## config.mk

```make
export PLATFORM = sky130hd
export DESIGN_NAME = bm_dag_log_param
export DESIGN_NICKNAME = d
export VERILOG_FILES = /design/src/rtl/bm_dag_log_param.sv
export SDC_FILE = /design/constraint.sdc
export NUM_CORES = 1
export LEC_CHECK = 0
export CORE_ASPECT_RATIO = 1.2
export CORE_UTILIZATION = 54
export CTS_CLUSTER_SIZE = 14
export DETAILED_ROUTE_END_ITERATION = 16
export MAX_ROUTING_LAYER = met4
export PLACE_DENSITY = 0.86
export SYNTH_ARGS = -nofsm -noshare
export SYNTH_HDL_FRONTEND = slang
export SYNTH_SLANG_ARGS = --single-unit
```

## constraint.sdc

```tcl
create_clock -name clock -period 2.1 [get_ports clock]
set_clock_uncertainty 0.05 [all_clocks]
set_input_delay 0.21 -clock clock [delete_from_list [all_inputs] [get_ports clock]]
set_output_delay 0.21 -clock clock [all_outputs]
set_load 0.1 [all_outputs]
```

## src/rtl/bm_dag_log_param.sv

```systemverilog
//------------------------------------------------------------------------------
// Module   : bm_dag_log_param
// Purpose  : Valid-qualified capture, runtime-selected logic combine, DEPTH-stage
//            valid-tagged result pipeline with global stall and saturating match count.
// Revision : 1.0 - initial parametrised release
//------------------------------------------------------------------------------
`default_nettype none

module bm_dag_log_param #(
  parameter int BITS  = 2,
  parameter int DEPTH = 2,
  parameter int CNT_W = 4
) (
  input  logic             clock,
  input  logic             reset,
  input  logic             ce,
  input  logic             in_valid,
  input  logic [1:0]       mode,
  input  logic [BITS-1:0]  a_in,
  input  logic [BITS-1:0]  b_in,
  input  logic             c_in,
  input  logic             d_in,
  output logic [BITS-1:0]  out0,
  output logic             out1,
  output logic             out_valid,
  output logic [CNT_W-1:0] match_count
);

  localparam logic [1:0]       c_OP_AND  = 2'b00;
  localparam logic [1:0]       c_OP_OR   = 2'b01;
  localparam logic [1:0]       c_OP_XOR  = 2'b10;
  localparam logic [CNT_W-1:0] c_CNT_MAX = {CNT_W{1'b1}};

  function automatic logic [BITS-1:0] f_vec_op(input logic [1:0] m,
                                               input logic [BITS-1:0] x,
                                               input logic [BITS-1:0] y);
    case (m)
      c_OP_AND: f_vec_op = x & y;
      c_OP_OR:  f_vec_op = x | y;
      c_OP_XOR: f_vec_op = x ^ y;
      default:  f_vec_op = ~(x ^ y);
    endcase
  endfunction

  function automatic logic f_bit_op(input logic [1:0] m, input logic x, input logic y);
    case (m)
      c_OP_AND: f_bit_op = x & y;
      c_OP_OR:  f_bit_op = x | y;
      c_OP_XOR: f_bit_op = x ^ y;
      default:  f_bit_op = ~(x ^ y);
    endcase
  endfunction

  logic [BITS-1:0] r_a;
  logic [BITS-1:0] r_b;
  logic            r_c;
  logic            r_d;
  logic [1:0]      r_mode;
  logic            r_v0;

  always_ff @(posedge clock) begin
    if (reset) begin
      r_a    <= '0;
      r_b    <= '0;
      r_c    <= 1'b0;
      r_d    <= 1'b0;
      r_mode <= 2'b00;
      r_v0   <= 1'b0;
    end else if (ce) begin
      r_v0 <= in_valid;
      if (in_valid) begin
        r_a    <= a_in;
        r_b    <= b_in;
        r_c    <= c_in;
        r_d    <= d_in;
        r_mode <= mode;
      end
    end
  end

  // Index 0 is the combined capture-stage result feeding stage 1; index k is stage k.
  logic            w_st_v  [0:DEPTH];
  logic [BITS-1:0] w_st_s0 [0:DEPTH];
  logic            w_st_s1 [0:DEPTH];

  assign w_st_v[0]  = r_v0;
  assign w_st_s0[0] = f_vec_op(r_mode, r_a, r_b);
  assign w_st_s1[0] = f_bit_op(r_mode, r_c, r_d);

  for (genvar k = 1; k <= DEPTH; k++) begin : g_stage
    logic [BITS-1:0] r_s0;
    logic            r_s1;
    logic            r_v;

    always_ff @(posedge clock) begin
      if (reset) begin
        r_s0 <= '0;
        r_s1 <= 1'b0;
        r_v  <= 1'b0;
      end else if (ce) begin
        r_v <= w_st_v[k-1];
        if (w_st_v[k-1]) begin
          r_s0 <= w_st_s0[k-1];
          r_s1 <= w_st_s1[k-1];
        end
      end
    end

    assign w_st_v[k]  = r_v;
    assign w_st_s0[k] = r_s0;
    assign w_st_s1[k] = r_s1;
  end

  // Counting on the edge that loads the last stage keeps the count coherent with out_valid.
  logic r_unused_guard;
  logic [CNT_W-1:0] r_cnt;
  logic             w_cnt_inc;

  assign w_cnt_inc = w_st_v[DEPTH-1] & w_st_s1[DEPTH-1] & (r_cnt != c_CNT_MAX);

  always_ff @(posedge clock) begin
    if (reset) begin
      r_cnt          <= '0;
      r_unused_guard <= 1'b0;
    end else if (ce) begin
      r_unused_guard <= 1'b0;
      if (w_cnt_inc) begin
        r_cnt <= r_cnt + 1'b1;
      end
    end
  end

  assign out0        = w_st_s0[DEPTH];
  assign out1        = w_st_s1[DEPTH];
  assign out_valid   = w_st_v[DEPTH];
  assign match_count = r_cnt | {CNT_W{r_unused_guard}};

endmodule

`default_nettype wire

```

==> results of run 1 <==
## area by class of cell
type / count / share of cell area (%)
multi-input cells: 75 / 43.7
repair buffers: 21 / 15.1
clock inverters: 1 / 0.613
clock buffers: 3 / 1.84
inverters: 8 / 2.45
well taps: 19 / 1.94
flip-flops and latches: 21 / 34.4
## cell usage after synthesis (all sizes together)
cell,instances
a311oi,3
inv,8
ha,7
mux2,4
nor2,2
nand3,12
mux2i,8
dfxtp,21
o311ai,2
a31oi,1
nand2,15
nand2b,2
buf,6
nor2b,1
a21oi,16
o41ai,2
clkbuf,3
## logic make-up after synthesis
logic type                 after synthesis  share of synthesized area, %
muxes                                   12                          13.1
adders and majority gates                7                          8.44
DFF                                     21                          40.5
and+or+nand+nor                         32                          14.2
AOI/OAI and AO/OA                       24                          15.7
buffers and inverters                   17                          7.96
## worst max-delay path: cells and delay by family (launching register included)
family	cells	cell delay, ns
mux	2	0.44
flops	1	0.38
fa+ha+maj	1	0.30
compound gates	1	0.12
buf+inv	1	0.05
## state kept, by name (all words and copies together), names as in the netlist
| name | flops |
|---|---|
| g_stage.r_s0 | 2 |
| r_d | 1 |
| out1 | 1 |
| r_v0 | 1 |
| r_cnt | 4 |
| r_b | 2 |
| out0 | 2 |
| out_valid | 1 |
| r_c | 1 |
| g_stage.r_s1 | 1 |
| r_mode | 2 |
| g_stage.r_v | 1 |
| r_a | 2 |
## report_power, final
part,leakage (nW),switching [mW],internal (mW),total (mW)
sequential,0.171,0.0127,0.410,0.423
clock,0.0139,0.127,0.0724,0.199
combinational,0.279,0.0408,0.0429,0.0837
## per-layer routing
layer	vias up	part of all wire [%]	wire length [um]	global-route usage (%)
li1	425	-	-	-
met1	396	45	852	23.0
met2	22	50	940	32.3
met3	2	3.6	67	2.56
met4	0	0.85	16	9.38
met5	-	0	0	-
## how the worst min path moves through the flow
stage,endpoint,slack (ns),depth (start not counted)
6_report,r_a[1]$_SDFFE_PP0P_,0.41,3
5_1_grt,r_a[1]$_SDFFE_PP0P_,0.42,3
4_1_cts,r_a[1]$_SDFFE_PP0P_,0.41,3
3_5_place_dp,out0[1]$_SDFFE_PP0P_,0.40,2
3_3_place_gp,out0[1]$_SDFFE_PP0P_,0.39,2
2_1_floorplan,r_a[0]$_SDFFE_PP0P_,0.31,2
## through the flow
stage / util [%] / setup WS [ns] / instance area [sq um] / std cells
floorplan: - / 0.0786 / 1040 / 113
global placement: 65.3 / 0.552 / 1190 / 144
detailed placement: 65.3 / 0.510 / 1190 / 144
CTS: 66.9 / 0.665 / 1220 / 148
global route: 66.9 / 0.536 / 1220 / 148
finish: 66.9 / 0.654 / 1220 / 148
==> summary.md, run 1 <==
| Metric | Value |
|---|---|
| CP Cell Sequence | inv_1 > ha_1 > mux2_4 > mux2i_1 > a311oi_1 |
| P_leak | 0.463 nW |
| Port bufs | 19 |
| Power Density | 577 nW/um^2 |
| Crit path to | g_stage[1].r_s1$_SDFFE_PP0P_ |
| Initial antenna violation count | 0 |
| Worst Min Path Start | a_in[1] |
| Storage cell area | 420 sq um |
| Multi-input gate area | 534 sq um |
| Post-synth top area share | 40.5% |
| Detailed Place HPWL | 1.35 mm |
| Total iterations of the first detailed-routing run | 4 |
| Clock sinks | 21 |
| Hold Path Class | input port to register |
| First-pass GRT wire length | 3.15 mm |
| Die Y | 50.0 um |
| Max-Cap Viols | 0 |
| CP endpoint kind | register |
| Total power draw | 0.706 mW |
| Share of layout cells above drive strength 1 | 14.7% |
| R2r setup slk | 0.65 ns |
| Average cell area after synthesis | 9.18 sq um |
| Fillers | 151 |
| Layout area overhead | 18.0% |
| Crit path from | r_c$_SDFFE_PP0P_ |
| Worst Path Max Fanout | 3 |
| Leading area contributor after synthesis | dfxtp_1 |
| Number of remaining DRC errors | 0 |
| Peak VDD IR | 0.320 mV |
| Starting density of the core | 56.7% |
| Grt total ovfl | 0 |
| Number of global-route vias before repair | 774 |
| Clock transition at the registers of the reported paths | 0.13 ns |
| Row count | 17 |
| Area contributors post-synth | dfxtp_1 (41%), ha_1 (8.4%), a21oi_1 (7.7%) |
| Routed Antenna Nets | 0 |
| Fin crit share | 68.9% |
| Cells after synthesis | 113 |
| Worst Hold Slack | 0.411 ns |
| Critical R2R Capture | g_stage[1].r_s1$_SDFFE_PP0P_ |
| Layout Nets | 149 |
| Detailed Route Iter0 Violations | 17 |
| Startpoint types | register |
| Slew Limit Fails | 0 |
| Aggregate global-route resource usage | 19.4% |
| Library cells used by synthesis | 22 |
| Worst path required time | 2.24 ns |
| Root Buffer | clkbuf_4 |
| N_diodes | 0 |
| Most frequent cells in the layout | dfxtp_1 (21), a21oi_1 (16), nand2_1 (15) |
| DR WL/cell | 12.7 um |
| Netlist Area Pre-Place | 1040 sq um |
| CP Class | register to register |
| CP peak stage delay | 0.38 ns |
| Cts bufs inserted | 3 |
| Crit path arrival time | 1.59 ns |
| Max-slew headroom | 73.0% |
| Status | complete, no violations |
| Yosys warns | 0 |
| RSZ-0062 raised after global routing | false |
| Number of synthesized register bits | 21 |
| Fmax | 692 MHz |
| Commonest non-fill, non-tap cell in the layout | dfxtp_1 |
| Clock Latency Late Sink | 0.30 ns |
| Num ports | 20 |
| Slew at the pin closest to its max-slew limit | 0.404 ns |
| H-tree depth | 1 |
| TritonCTS clock tree | done |
| Final TNS setup | 0 ns |
| Die X | 42.0 um |
| Slowest cell on the critical path | dfxtp_1 |
| Sequential area share after synthesis | 40.5% |
| Gpl congestion | 0.777 |
| Hold Buf Count CTS | 0 |
| Hold Violations, Final | 0 |
| Endpoints failing setup | 0 |
| Detailed-route via count | 845 |
| Vias/cell | 5.71 |
| Post-CTS Setup Repair Bufs | 0 |
| Final WL | 1.88 mm |
| Syn Nets | 132 |
| Post-layout min period | 1.45 ns |
| Worst flop-to-flop path startpoint | r_c$_SDFFE_PP0P_ |
| Die Area | 2100 sq um |
| Core area | 1830 sq um |
| Pin count of the biggest net entering global routing | 22 |
| CTS max path bufs | 2 |
| Post_cts resized | 0 |
| R2R depth | 5 |
Note: power is estimated with default switching activity, not from simulation.
==> run 2, diff against run 1 <==
Settings changed: CORE_UTILIZATION 54 to 45, PLACE_DENSITY 0.86 to 0.77.
Clock period 2.1 ns to 1.3 ns, I/O delays scaled along.
==> summary.md, run 2 (synthesized netlist as in run 1, its figures left out) <==
| Metric | Value |
|---|---|
| Fin crit share | 99.1% (+30 points) |
| Clock transition at the registers of the reported paths | 0.14 ns (about the same) |
| Initial antenna violation count | 0 (unchanged) |
| Die Area | 2500 sq um (+19%) |
| Row count | 18 (+1) |
| CTS max path bufs | 2 (unchanged) |
| Number of remaining DRC errors | 0 (unchanged) |
| Buffers and inverters on the worst path | 1 (unchanged) |
| Detailed Route Iter0 Violations | 6 (-11) |
| Fmax | 776 MHz (+12%) |
| Clock Latency Late Sink | 0.32 ns (+0.02 ns) |
| PnR worst setup slack | 0.0118 ns (-0.642 ns) |
| CP Cell Sequence | buf_4 > ha_4 > mux2_4 > mux2i_1 > a311oi_1 |
| Max-Cap Viols | 0 (unchanged) |
| Layout area overhead | 49.0% |
| Die X | 45.8 um (+9.1%) |
| Worst Path Max Fanout | 2 (-1) |
| Clock sinks | 21 (unchanged) |
| Layout Nets | 162 (+8.7%) |
| Endpoints failing setup | 0 (unchanged) |
| Detailed Place HPWL | 1.51 mm (+12%) |
| Slew Limit Fails | 0 (unchanged) |
| Startpoint types | register |
| CP endpoint kind | register |
| Port bufs | 19 (unchanged) |
| Number of global-route vias before repair | 847 (+9.4%) |
| Crit-path leading delay family | multiplexers |
| Gpl congestion | 0.823 (+5.9%) |
| Root Buffer | clkbuf_4 |
| Max reg flops | 4 (unchanged) |
| Pin count of the biggest net entering global routing | 22 (unchanged) |
| CP peak stage delay | 0.35 ns (-0.03 ns) |
| Vias/cell | 5.12 (-10%) |
| Starting density of the core | 49.0% (-7.7 points) |
| Cts bufs inserted | 3 (unchanged) |
| Slowest cell on the critical path | dfxtp_2 |
| Hold Path Class | input port to register |
| Hold Violations, Final | 0 (unchanged) |
| Worst path required time | 1.45 ns (-0.79 ns) |
| Detailed-route via count | 880 (+4.1%) |
| Dpl ws | -0.196 ns (-0.706 ns) |
| Power Density | 776 nW/um^2 (+35%) |
| Most frequent cells in the layout | a21oi_1 (16), nand2_1 (15), buf_4 (13) |
| Final TNS setup | 0 ns (unchanged) |
| Crit path arrival time | 1.43 ns (-0.16 ns) |
| Final WL | 2.07 mm (+10%) |
| Routed Antenna Nets | 0 (unchanged) |
| N_diodes | 0 (unchanged) |
| Die Y | 54.6 um (+9.2%) |
| P_leak | 0.558 nW (+20%) |
| Status | complete, no violations |
| First-pass GRT wire length | 3.46 mm (+10%) |
| Post-layout min period | 1.29 ns (-0.158 ns) |
| CP Class | register to register |
| Num ports | 20 (unchanged) |
| Share of layout cells above drive strength 1 | 38.7% (+24 points) |
| Commonest non-fill, non-tap cell in the layout | a21oi_1 |
| Peak VDD IR | 0.539 mV (+68%) |
| Aggregate global-route resource usage | 20.1% (+0.70 points) |
| Grt total ovfl | 0 (unchanged) |
| Max-slew headroom | 79.9% (+6.9 points) |
| Reg with most FFs | r_cnt |
| Core area | 2120 sq um (+16%) |
| TritonCTS clock tree | done |
| Total iterations of the first detailed-routing run | 4 (unchanged) |
| DR WL/cell | 12.0 um (-5.1%) |
| RSZ-0062 raised after global routing | true |
| H-tree depth | 1 (unchanged) |
| Slew at the pin closest to its max-slew limit | 0.297 ns (-0.107 ns) |
[run 2: changes by cell type in the layout (fill, tap and decap cells not counted), moves of 3 or more]
| cell | previous run | this run |
|---|---|---|
| dfxtp_1 | 21 | 11 |
| ha_4 | 0 | 6 |
| inv_1 | 8 | 3 |
| ha_1 | 7 | 0 |
| dfxtp_4 | 0 | 4 |
| buf_4 | 10 | 13 |
| dfxtp_2 | 0 | 6 |
| buf_12 | 0 | 8 |
| inv_2 | 0 | 5 |
[run 2: power by group]
| part | leakage, nW | switching (mW) | internal (mW) | total [mW] |
|---|---|---|---|---|
| clock | 0.0183 | 0.223 | 0.120 | 0.342 |
| sequential | 0.176 | 0.0162 | 0.655 | 0.672 |
| combinational | 0.363 | 0.0841 | 0.100 | 0.184 |
| total | 0.558 | 0.323 | 0.876 | 1.20 |
[run 2: metrics by stage]
step                hold slack [ns]  power [mW]  cells  cell area, sq um  util, %
floorplan                     0.227       0.770    113              1070        -
finish                        0.289        1.20    172              1550     73.0
CTS                           0.280        1.20    171              1510     71.1
global route                  0.307        1.25    172              1550     73.0
global placement              0.409       0.838    167              1430     67.5
detailed placement            0.410       0.848    167              1430     67.5
[run 2: path summary, 6_finish.rpt]
kind,slack (ns),endpoint,startpoint,depth (start not counted)
setup / recovery,0.01,g_stage[1].r_s0[0]$_SDFFE_PP0P_,r_b[0]$_SDFFE_PP0P_,5
setup reg to reg,0.01,g_stage[1].r_s0[0]$_SDFFE_PP0P_,r_b[0]$_SDFFE_PP0P_,5
hold reg to reg,0.43,out0[0]$_SDFFE_PP0P_,g_stage[1].r_s0[0]$_SDFFE_PP0P_,2
hold / removal,0.29,r_a[1]$_SDFFE_PP0P_,a_in[1],3
[run 2: final cells by class]
type                            count  area [sq um]
Clock inverter                      1          6.26
Inverter                            8          30.0
Fill cell                         162           572
Timing Repair Buffer               34           390
Multi-Input combinational cell     75           616
Clock buffer                        3          22.5
Tap cell                           30          37.5
Sequential cell                    21           443
[run 2: repair_timing]
item,CTS,global route
resized for setup,13,8
pin swaps,6,4
setup endpoints to repair,3,3
setup buffers,0,1
hold buffers,0,0
[run 2: per-layer routing]
metal / wire length (um) / GRT usage [%] / vias to the layer above
met5: 0 / - / -
met4: 17 / 5.88 / 0
met3: 66 / 5.94 / 3
met2: 1160 / 36.0 / 17
met1: 824 / 21.3 / 407
li1: - / - / 453
[run 2: worst min-delay path, stage by stage]
cell	delay, ns
clkdlybuf4s50_1	0.39
nand3_1	0.07
a21oi_1	0.05
==> run 3, diff against run 2 <==
Settings changed: SLEW_MARGIN set to 20.
==> results of run 3 <==
The final DEF is identical to that of run 2; final timing and power are the same.
